$ cat config.mk
export PLATFORM = sky130hd
export DESIGN_NAME = pwl_cmd_builder
export DESIGN_NICKNAME = d
export VERILOG_FILES = /design/src/rtl/pwl_cmd_builder.sv
export SDC_FILE = /design/constraint.sdc
export NUM_CORES = 1
export LEC_CHECK = 0
export BUFFER_PORTS_ARGS = -buffer_cell sky130_fd_sc_hd__buf_2
export CAP_MARGIN = 40
export CORE_ASPECT_RATIO = 1.4
export CORE_MARGIN = 3
export CORE_UTILIZATION = 59
export CTS_CLUSTER_SIZE = 30
export DETAILED_ROUTE_END_ITERATION = 10
export PLACE_DENSITY = 0.78
export RECOVER_POWER = 100
export SLEW_MARGIN = 0
export SYNTH_ARGS = -nofsm -noshare
export SYNTH_HDL_FRONTEND = slang
export SYNTH_SLANG_ARGS = --single-unit
$ cat constraint.sdc
create_clock -name clk -period 15.74 [get_ports clk]
set_input_delay 3.935 -clock clk [delete_from_list [all_inputs] [get_ports clk]]
set_output_delay 3.935 -clock clk [all_outputs]
set_load 0.01 [all_outputs]
$ cat src/rtl/pwl_cmd_builder.sv
// rtl/pwl_cmd_builder.sv - turns PWL breakpoint pairs into batch-aligned region commands
// Slope comes from a sequential restoring divider; each region is split into head/body/tail pieces.
module pwl_cmd_builder #(
  parameter int SAMPLE_WIDTH   = 16,
  parameter int BATCH_SIZE     = 16,
  parameter int DMA_DATA_WIDTH = 4*SAMPLE_WIDTH
) (
  input  logic                        clk,
  input  logic                        rst,
  input  logic [2*SAMPLE_WIDTH-1:0]   in_data,
  input  logic                        in_valid,
  output logic                        in_ready,
  input  logic                        in_last,
  output logic [DMA_DATA_WIDTH-1:0]   out_data,
  output logic                        out_valid,
  input  logic                        out_ready,
  output logic                        out_last,
  output logic                        error
);
  localparam int W  = SAMPLE_WIDTH;
  localparam int CW = $clog2(2*W);
  localparam logic [W-1:0] BMASK = W'(BATCH_SIZE-1);
  localparam logic [W-1:0] MAXDT = W'((1 << (W-1)) - 1);

  typedef enum logic [2:0] {IDLE, LOAD, DIVIDE, EMIT_HEAD, EMIT_BODY, EMIT_TAIL, ERROR} state_t;

  state_t          state_q, state_d;
  logic            ready_en_q, ready_en_d;
  logic            error_q, error_d;
  logic            last_q, last_d;
  logic            neg_q, neg_d;
  logic [W-1:0]    t0_q, t0_d, x0_q, x0_d, t1_q, t1_d, x1_q, x1_d;
  logic [2*W-1:0]  num_q, num_d;
  logic [W-2:0]    rem_q, rem_d;
  logic [CW-1:0]   cnt_q, cnt_d;

  logic [W-1:0]    in_t, in_x;
  logic            in_acc, out_acc;
  logic [W-1:0]    dt, h, head, rest, body, tail;
  logic [W:0]      diff;
  logic [W-1:0]    mag;
  logic [W-1:0]    rem_sh;
  logic            q_bit, bad_t1;
  logic [2*W-1:0]  slope, k_ext;
  logic [W-1:0]    piece_dt, k, piece_x;
  logic            piece_sb, piece_final;
  logic [4*W-1:0]  cmd;

  assign in_t = in_data[2*W-1:W];
  assign in_x = in_data[W-1:0];

  always_comb begin
    dt     = t1_q - t0_q;
    h      = (W'(0) - t0_q) & BMASK;
    head   = (h < dt) ? h : dt;
    rest   = dt - head;
    body   = rest & ~BMASK;
    tail   = rest & BMASK;
    diff   = {in_x[W-1], in_x} - {x0_q[W-1], x0_q};
    mag    = W'(diff[W] ? -diff : diff);
    bad_t1 = (in_t <= t0_q) || ((in_t - t0_q) > MAXDT);
    // Remainder always stays below dt, which is at most 2^(W-1)-1.
    rem_sh = {rem_q, num_q[2*W-1]};
    q_bit  = (rem_sh >= dt);
    slope  = neg_q ? -num_q : num_q;

    piece_dt    = '0;
    k           = '0;
    piece_sb    = 1'b0;
    piece_final = 1'b0;
    case (state_q)
      EMIT_HEAD: begin
        piece_dt    = head;
        piece_final = (body == '0) && (tail == '0);
      end
      EMIT_BODY: begin
        piece_dt    = body;
        k           = head;
        piece_sb    = 1'b1;
        piece_final = (tail == '0);
      end
      EMIT_TAIL: begin
        piece_dt    = tail;
        k           = head + body;
        piece_final = 1'b1;
      end
      default: ;
    endcase
    k_ext   = {{W{1'b0}}, k};
    piece_x = x0_q + W'(($signed(slope) * $signed(k_ext)) >>> W);
    cmd     = {piece_x, slope, (W-1)'(piece_dt), piece_sb};
  end

  assign out_valid = (state_q == EMIT_HEAD) || (state_q == EMIT_BODY) || (state_q == EMIT_TAIL);
  assign in_ready  = ready_en_q && ((state_q == IDLE) || (state_q == LOAD) || (state_q == ERROR));
  assign out_data  = out_valid ? DMA_DATA_WIDTH'(cmd) : '0;
  assign out_last  = out_valid && piece_final && last_q;
  assign error     = error_q;
  assign in_acc    = in_valid && in_ready;
  assign out_acc   = out_valid && out_ready;

  always_comb begin
    state_d    = state_q;
    ready_en_d = 1'b1;
    error_d    = error_q;
    last_d     = last_q;
    neg_d      = neg_q;
    t0_d       = t0_q;
    x0_d       = x0_q;
    t1_d       = t1_q;
    x1_d       = x1_q;
    num_d      = num_q;
    rem_d      = rem_q;
    cnt_d      = cnt_q;
    case (state_q)
      IDLE: if (in_acc) begin
        if (in_t != '0 || in_last) begin
          state_d = ERROR;
          error_d = 1'b1;
        end else begin
          t0_d    = in_t;
          x0_d    = in_x;
          error_d = 1'b0;
          state_d = LOAD;
        end
      end
      LOAD: if (in_acc) begin
        if (bad_t1) begin
          state_d = ERROR;
          error_d = 1'b1;
        end else begin
          t1_d    = in_t;
          x1_d    = in_x;
          last_d  = in_last;
          neg_d   = diff[W];
          num_d   = {mag, {W{1'b0}}};
          rem_d   = '0;
          cnt_d   = '0;
          state_d = DIVIDE;
        end
      end
      DIVIDE: begin
        num_d = {num_q[2*W-2:0], q_bit};
        rem_d = (W-1)'(q_bit ? rem_sh - dt : rem_sh);
        cnt_d = cnt_q + 1'b1;
        if (cnt_q == CW'(2*W-1))
          state_d = (head != '0) ? EMIT_HEAD : (body != '0) ? EMIT_BODY : EMIT_TAIL;
      end
      EMIT_HEAD, EMIT_BODY, EMIT_TAIL: if (out_acc) begin
        if (piece_final) begin
          if (last_q) begin
            state_d = IDLE;
          end else begin
            t0_d    = t1_q;
            x0_d    = x1_q;
            state_d = LOAD;
          end
        end else if (state_q == EMIT_HEAD) begin
          state_d = (body != '0) ? EMIT_BODY : EMIT_TAIL;
        end else begin
          state_d = EMIT_TAIL;
        end
      end
      ERROR: if (in_acc && in_last) state_d = IDLE;
      default: state_d = IDLE;
    endcase
  end

  always_ff @(posedge clk or negedge rst) begin
    if (!rst) begin
      state_q    <= IDLE;
      ready_en_q <= 1'b0;
      error_q    <= 1'b0;
      last_q     <= 1'b0;
      neg_q      <= 1'b0;
      t0_q       <= '0;
      x0_q       <= '0;
      t1_q       <= '0;
      x1_q       <= '0;
      num_q      <= '0;
      rem_q      <= '0;
      cnt_q      <= '0;
    end else begin
      state_q    <= state_d;
      ready_en_q <= ready_en_d;
      error_q    <= error_d;
      last_q     <= last_d;
      neg_q      <= neg_d;
      t0_q       <= t0_d;
      x0_q       <= x0_d;
      t1_q       <= t1_d;
      x1_q       <= x1_d;
      num_q      <= num_d;
      rem_q      <= rem_d;
      cnt_q      <= cnt_d;
    end
  end
endmodule

* Word-level counts from Yosys, hierarchy flattened
Index checks and enable logic that the tools add are counted.
Cells by class: $add $sub $neg 11, multiply operators 1, div/mod/pow operators 0, magnitude comparators 4, eq/ne operators 17, shift operators 0, muxes and demuxes 48, bitwise operators 1, reduce and logical (&&, ||, !) cells 28
Operator list (count):
- $mux W16 | 12
- $mux W32 | 3
- $pmux W16 S2 | 3
- $mux W64 | 1
- $pmux W32 S2 | 1
- $reduce_bool A16 Y1 | 3
- $sub A16 B16 Y16 | 3
- $mux W15 | 3
- $pmux W15 S3 | 1
- $add A16 B16 Y16 | 2
- $logic_not A16 Y1 | 2
- $mul A32 B17 Y32 | 1
- $neg A32 Y32 | 1
- $pmux W15 S2 | 1
- $mux W3 | 9
- $ne A2 B2 Y1 const B | 9
- $sub A16 B16 Y17 | 1
- $ge A16 B16 Y1 | 1
- $gt A16 B15 Y1 const B | 1
- $le A16 B16 Y1 | 1
- $lt A4 B16 Y1 | 1
- $neg A16 Y16 | 1
- $pmux W3 S5 | 1
- $sub A15 B15 Y15 | 1
- 22 further kinds | 47
Storage, ports and cells: register bits after elaboration 123, latch bits 0, memory bits (writable) 0, memory bits (read-only) 0, input port bits 37, output and inout bits 68, logic and storage cells 122, memories 0

* Depth between registers and ports, before layout
Gate-level depths: netlist of run 1.
depth after elaboration 10, depth in mapped cells 64, depth with buffers taken out 64

* Least setup slack after synthesis of run 1
OpenSTA, ideal clock, no wires.
kind reg-to-output, from reg t1_q[0], to out out_data[63], arrival time 12.707 ns, required time 11.805 ns, setup slack -0.902 ns, cell stages (with the launch flop) 54, buffers on the path 1, path through dfrtp_1 -> inv_1 -> ha_1 -> inv_1 -> fa_1 -> a211oi_1 -> o21bai_1 -> a21oi_1 -> mux2i_1 -> a211oi_1 -> nand3_1 -> nor3_1 -> mux2i_1 -> ha_1 -> a21o_1 -> a21o_1 -> a211oi_1 -> and2_1 -> (+18 left out) -> inv_1 -> o22ai_1 -> a21oi_1 -> a31oi_1 -> nor2b_1 -> o21a_1 -> nor2_1 -> ha_1 -> and2_1 -> o21ai_0 -> o31ai_1 -> o21a_1 -> o21ai_0 -> nand2b_1 -> a31oi_1 -> o21ai_0 -> xor2_1 -> nor2_1
Between the ends: word-level cells in the longest chain between the ends 9
Ends and longest elaborated chain:
- start, declared | RTL line 32 | logic [W-1:0] t0_q, t0_d, x0_q, x0_d, t1_q, t1_d, x1_q, x1_d;
- start signal, assigned | RTL line 191 | t1_q <= t1_d;
- $sub A16 B16 Y16 * | RTL line 53 | dt = t1_q - t0_q;
- $lt A4 B16 Y1 | RTL line 55 | head = (h < dt) ? h : dt;
- $mux W16 | RTL line 55
- $sub A16 B16 Y16 | RTL line 56 | rest = dt - head;
- $add A16 B16 Y16 | RTL line 84 | k = head + body;
- $pmux W16 S2 * | RTL line 71 | case (state_q)
- $mul A32 B17 Y32 * | RTL line 90 | piece_x = x0_q + W'(($signed(slope) * $signed(k_ext)) >>> W);
- $add A16 B16 Y16 * | RTL line 90
- $mux W64 * | RTL line 96 | assign out_data = out_valid ? DMA_DATA_WIDTH'(cmd) : '0;
- end, declared | RTL line 14 | output logic [DMA_DATA_WIDTH-1:0] out_data,
Every way passes the cells marked *; elsewhere a longest branch is shown, timed or not.

* Final worst setup path of run 1
from reg t1_q[8], to out out_data[63]
Same word-level chain as after synthesis.

==> results of run 1 <==
[metrics by stage]
step / TNS [ns] / hold WS (ns)
after global routing: -9.19 / 0.498
final: -4.06 / 0.472
after CTS: -1.81 / 0.475
after detailed placement: -5.33 / 0.462
after floorplan: 0 / 0.445
after global placement: -3.14 / 0.457
[logic make-up (layout without fill, tap and decap cells)]
family                   after synthesis  count (layout)  share of synthesized area
XOR/XNOR                             148             148                     0.0617
AO/OA/AOI/OAI                        361             361                      0.102
other                                  2              13                   0.000330
buffers and inverters                621             984                      0.105
adder cells (fa/ha/maj)              495             495                      0.374
flip-flops                           123             123                      0.135
AND/OR/NAND/NOR                      930             930                      0.185
multiplexers                          85              85                     0.0376
[flip-flops by register name, summed over array words and instances, names as in the netlist]
name	cells
num_q	32
t0_q	16
t1_q	16
x0_q	16
x1_q	16
rem_q	15
cnt_q	5
state_q	3
error	1
last_q	1
neg_q	1
ready_en_q	1
[area by class of cell]
type	count	area share
Multi-Input combinational cell	2032	0.665
Timing Repair Buffer	447	0.116
Sequential cell	123	0.109
Inverter	505	0.0672
Tap cell	473	0.0210
Clock buffer	18	0.0156
Clock inverter	14	0.00608
[cells in the mapped netlist, types with 4 or more instances]
library cell	instances	share of area
inv_1	505	0.083
nand2_1	490	0.081
fa_1	309	0.27
ha_1	186	0.10
nor2_1	148	0.024
dfrtp_1	123	0.14
o21ai_0	109	0.024
clkbuf_1	99	0.016
xnor2_1	98	0.038
mux2i_1	82	0.036
a21oi_1	77	0.017
and2_1	53	0.015
nand3_1	42	0.0092
xor2_1	42	0.016
nor3_1	35	0.0077
a21o_1	30	0.0099
and3_1	30	0.0082
nor2b_1	24	0.0066
o31ai_1	20	0.0066
o21a_1	18	0.0059
nor4_1	16	0.0044
a22oi_1	15	0.0049
nand2b_1	15	0.0041
nand4_1	14	0.0038
a211oi_1	11	0.0036
a21boi_0	11	0.0036
nor3b_1	11	0.0036
or2_2	10	0.0027
or3_1	10	0.0027
or4_1	10	0.0033
a31oi_1	8	0.0022
o41ai_1	8	0.0031
buf_1	7	0.0012
o21bai_1	7	0.0023
nand3b_1	6	0.0020
a311oi_1	5	0.0019
o211ai_1	5	0.0016
o311ai_0	5	0.0019
a2111oi_0	4	0.0015
o22ai_1	4	0.0011
xnor3_1	4	0.0040
[routing by layer]
layer	routed length, um	vias up	share of wire
li1	-	9460	-
met1	25600	10400	0.35
met2	36200	1066	0.50
met3	5330	345	0.074
met4	5140	0	0.071
met5	0	-	0
[worst max-delay path, delay by kind of cell (launching register included)]
family,cells,cell delay (ns)
XOR/XNOR,4,0.74
AND/OR/NAND/NOR,15,1.94
AO/OA/AOI/OAI,15,2.79
flip-flops,1,0.38
adder cells (fa/ha/maj),12,4.43
buffers and inverters,13,1.53
multiplexers,1,0.26
[final timing paths]
kind                       startpoint            to  slack [ns]  depth (start not counted)
max                           t1_q[8]  out_data[63]       -0.69                         60
min                          x1_q[13]      x1_q[13]        0.47                          2
max reg2reg                   t1_q[8]       x0_q[0]        8.97                         29
min reg2reg                  x1_q[13]      x1_q[13]        0.47                          2
max in group asynchronous         rst    state_q[2]        8.40                          2
min in group asynchronous         rst      t0_q[13]        4.15                          1
[repair_timing]
action	4_1_cts	5_1_grt
setup buffers	46	43
endpoints found under the setup margin	14	13
resized for setup	193	105
cloned	0	0
endpoints found under the hold margin	0	0
pin swaps	160	104
==> metrics, run 1 <==
Total Routing Usage GR 0.346; Num CTS Buffers 17; RSZ-0062 raised after global routing true; met3 Use GR 0.0534; wire per inst 20.0 um; initial antenna violation count 0; die area just over 0.04 mm^2; Post-Route WL about 72 mm; Final Hold Viols 0; initial core utilization 0.601; hold_buf cts 0; Critical Path RT roughly 12 ns; Buffers on Ports 104; cell area after synthesis ~0.023 mm^2; Fmax roughly 61 MHz; Syn Inst Count 2765; Fillers ~2600; DP Worst Slack -0.983 ns; Post-synth EDFFs 0; first-pass GRT wire length between 100 and 150 mm; ant diodes 0; RePlAce Congestion about 1; clk sinks 123; detailed router's first-iteration violation count about 1600; Slowest cell on crit path fa_1; Final Max Tran Viols ~130; Initial DRT Pass Iterations 5; Placed Cells 3500; Core Util, Final 0.746; Yosys reg bits around 120; worst-skew pair later-pin latency about 0.44 ns; Yosys cell types 79; vias in the first global route ~22000; hpwl dp between 50 and 60 mm; largest net degree at the start of global routing 65; fraction of registers with async set/reset 1.00; status finished with violations; DP Area 0.0256 mm^2; routed vias/inst 5.89; # DRC 0; max cap viols 3; final worst setup slack -0.690 ns; worst relative slew slack -0.641; share of layout cells above drive strength 1 0.230; busiest grt layer met2; num rows 84; CTS Buffer Depth 2; CTS tree yes; post-route cell area about 0.028 mm^2; DIE WIDTH between 150 and 200 um; die height roughly 240 um; met2 GRT Util 0.596; Reg clk slew, reported paths 0.06 ns; Tcrit/Tclk final 1.04; GRT overflow 0; met1 Use GR 0.408; Clock Tree Root clkbuf_16; critical path's largest stage delay around 0.54 ns; Avg Inst Size Synth between 8 and 9 um^2; CP endpoint kind output pin; Clock Skews 0.0105 ns; H-tree depth 4; class of the worst hold path flop to flop; Startpoint Class flop; vias roughly 21000; post-layout min period about 16 ns; # setup viols final 9; commonest non-fill, non-tap cell in the layout inv_1; sequential share of the synthesized area 0.135; Main synth FF type dfrtp_1; failing checks max-capacitance violations, max-slew violations, negative setup slack; YS warnings 0; WP data arrival 12.50 ns; slew at the pin closest to its max-slew limit about 2.5 ns; most frequent cells in the layout inv_1 (472), nand2_1 (470), buf_4 (310), fa_1 (300), ha_1 (150); CORE AREA roughly 0.038 mm^2; I/O pins between 100 and 150; Cell Count, Final, Fillers Out around 3600; Layout Area Growth over Synthesis 24.0%; Post-DRT Antenna Nets 0; multi-input logic area 0.0188 mm^2; Crit Path Class flop to output pin; Nets ~3700; Crit path top cell by count buf_4; Max FO, Critical Path 6; Storage cell area around 0.0031 mm^2
Power of run 1 is not shown: default switching activity piles up to over one toggle a cycle in this logic, so the estimate is an artifact.
==> run 2, diff against run 1 <==
--- a/config.mk
+++ b/config.mk
@@ -12,8 +12,10 @@
 export CORE_UTILIZATION = 59
 export CTS_CLUSTER_SIZE = 30
 export DETAILED_ROUTE_END_ITERATION = 10
+export GPL_TIMING_DRIVEN = 1
 export PLACE_DENSITY = 0.78
 export RECOVER_POWER = 100
+export SKIP_LAST_GASP = 1
 export SLEW_MARGIN = 0
 export SYNTH_ARGS = -nofsm -noshare
 export SYNTH_HDL_FRONTEND = slang
==> metrics, run 2 (synthesis gave the netlist of run 1 again) <==
die height 238 um (unchanged); Final Hold Viols 0 (unchanged); Reg clk slew, reported paths 0.06 ns (about the same); final worst setup slack -0.808 ns (-0.118 ns); Crit Path Class flop to output pin; DIE WIDTH 172 um (unchanged); R2R cell count 31 (+6.9%); wire per inst 19.9 um (-0.53%); ant diodes 0 (unchanged); Hold EP x1_q[12]; flop2flop setup slack 8.96 ns (about the same); GRT overflow 0 (unchanged); status finished with violations; Top reg by flops num_q; WP data arrival 12.61 ns (+0.11 ns); num rows 84 (unchanged); slew at the pin closest to its max-slew limit 2.50 ns (+0.0356 ns); Post-DRT Antenna Nets 0 (unchanged); worst-skew pair later-pin latency 0.45 ns (about the same); hpwl dp 53.3 mm (unchanged); I/O pins 105 (unchanged); Clock Tree Root clkbuf_16; commonest non-fill, non-tap cell in the layout inv_1; Worst Hold Launch x1_q[12]; reg2reg end x0_q[0]; Crit path top cell by count ha_4; CP endpoint kind output pin; Max FO, Critical Path 6 (unchanged); CORE AREA 0.0378 mm^2 (unchanged); # DRC 0 (unchanged); Critical Path RT 11.81 ns (about the same); Clock Skews 0.0100 ns (-0.000491 ns); H-tree depth 4 (unchanged); Slowest cell on crit path or4_4; vias in the first global route 22000 (unchanged); worst hold path stage count 2 (unchanged); die area 0.0410 mm^2 (unchanged); Tcrit/Tclk final 1.05 (+0.00749); CTS tree yes; Nets 3651 (-0.19%); CTS Buffer Depth 2 (unchanged); Layout Area Growth over Synthesis 23.5%; Startpoint Class flop; RePlAce Congestion 1.00 (unchanged); initial core utilization 0.601 (unchanged); Final Max Tran Viols 128 (unchanged); Fillers 2639 (+0.30%); Total Routing Usage GR 0.346 (unchanged); critical path's largest stage delay 0.56 ns (+0.02 ns); RSZ-0062 raised after global routing true; share of layout cells above drive strength 1 0.225 (-0.00555); Fmax 60.4 MHz (-0.71%); Initial DRT Pass Iterations 6 (+1); detailed router's first-iteration violation count 1622 (+2.1%); post-layout min period 16.55 ns (+0.118 ns); # setup viols final 9 (unchanged); first-pass GRT wire length 112 mm (unchanged); largest net degree at the start of global routing 65 (unchanged); clk sinks 123 (unchanged); hold_buf cts 0 (unchanged); TNS Setup -4.83 ns (-0.767 ns); most frequent cells in the layout inv_1 (478), nand2_1 (473), buf_4 (306), fa_1 (300), ha_1 (150); routed vias/inst 5.90 (about the same); worst relative slew slack -0.665 (-0.0238); vias 21300 (-0.12%); class of the worst hold path flop to flop; Buffers on Ports 104 (unchanged); max cap viols 3 (unchanged); failing checks max-capacitance violations, max-slew violations, negative setup slack; Largest register FFs 32 (unchanged); RR Startpoint t1_q[0]; initial antenna violation count 0 (unchanged); Post-Route WL 71.7 mm (-0.72%); Num CTS Buffers 17 (unchanged)
==> run 2: cell count changes in the layout (fill, tap and decap cells not counted), sizes merged <==
| cell | change |
|---|---|
| buf | -7 |
==> run 2: cell type report <==
cell class,count,area (um^2),area share
sequential,123,3080,0.110
clock buffer,18,439,0.0156
clock inverter,14,171,0.00610
tap,473,592,0.0211
inverter,505,1900,0.0675
timing repair buffer,440,3200,0.114
multi-input combinational,2032,18700,0.666
==> run 2: worst max-delay path by stage <==
stage,from,slack [ns],endpoint
after floorplan,t1_q[0],0.002,out_data[63]
after global placement,t0_q[2],-0.70,out_data[62]
after detailed placement,t1_q[0],-0.98,out_data[62]
after CTS,t1_q[3],-0.38,out_data[63]
after global routing,t1_q[0],-1.24,out_data[62]
final,t1_q[0],-0.81,out_data[62]
==> run 2: per-layer routing <==
layer / wire length, um / GRT usage
met3: 5540 / 0.0534
met2: 35900 / 0.596
met1: 25100 / 0.408
met5: 0 / 0
met4: 5180 / 0.198
==> run 2: metrics by stage <==
stage | hold slack [ns] | worst slack (ns) | instance area (um^2) | util | std cells
final | 0.474 | -0.808 | 28100 | 0.743 | 3605
after detailed placement | 0.462 | -0.983 | 25600 | 0.677 | 3500
after global placement | 0.457 | -0.699 | 25500 | 0.675 | 3493
after CTS | 0.475 | -0.378 | 27400 | 0.725 | 3572
after floorplan | 0.445 | 0.00165 | 23000 | - | 2776
after global routing | 0.498 | -1.24 | 28100 | 0.743 | 3605
==> run 2: timing repair <==
item / in CTS / in global routing
endpoints found under the setup margin: 14 / 13
buffers inserted: 46 / 35
gates resized for setup: 192 / 89
pin swaps: 160 / 89
==> run 2: worst max-delay path, delay by kind of cell, from the launching register on <==
family                   cells  cell delay, ns
XOR/XNOR                     1            0.23
multiplexers                 1            0.32
AND/OR/NAND/NOR             15            2.64
adder cells (fa/ha/maj)     14            4.74
AO/OA/AOI/OAI               17            2.42
flip-flops                   1            0.38
buffers and inverters       14            1.40
Power of run 2 is left out for the same reason.
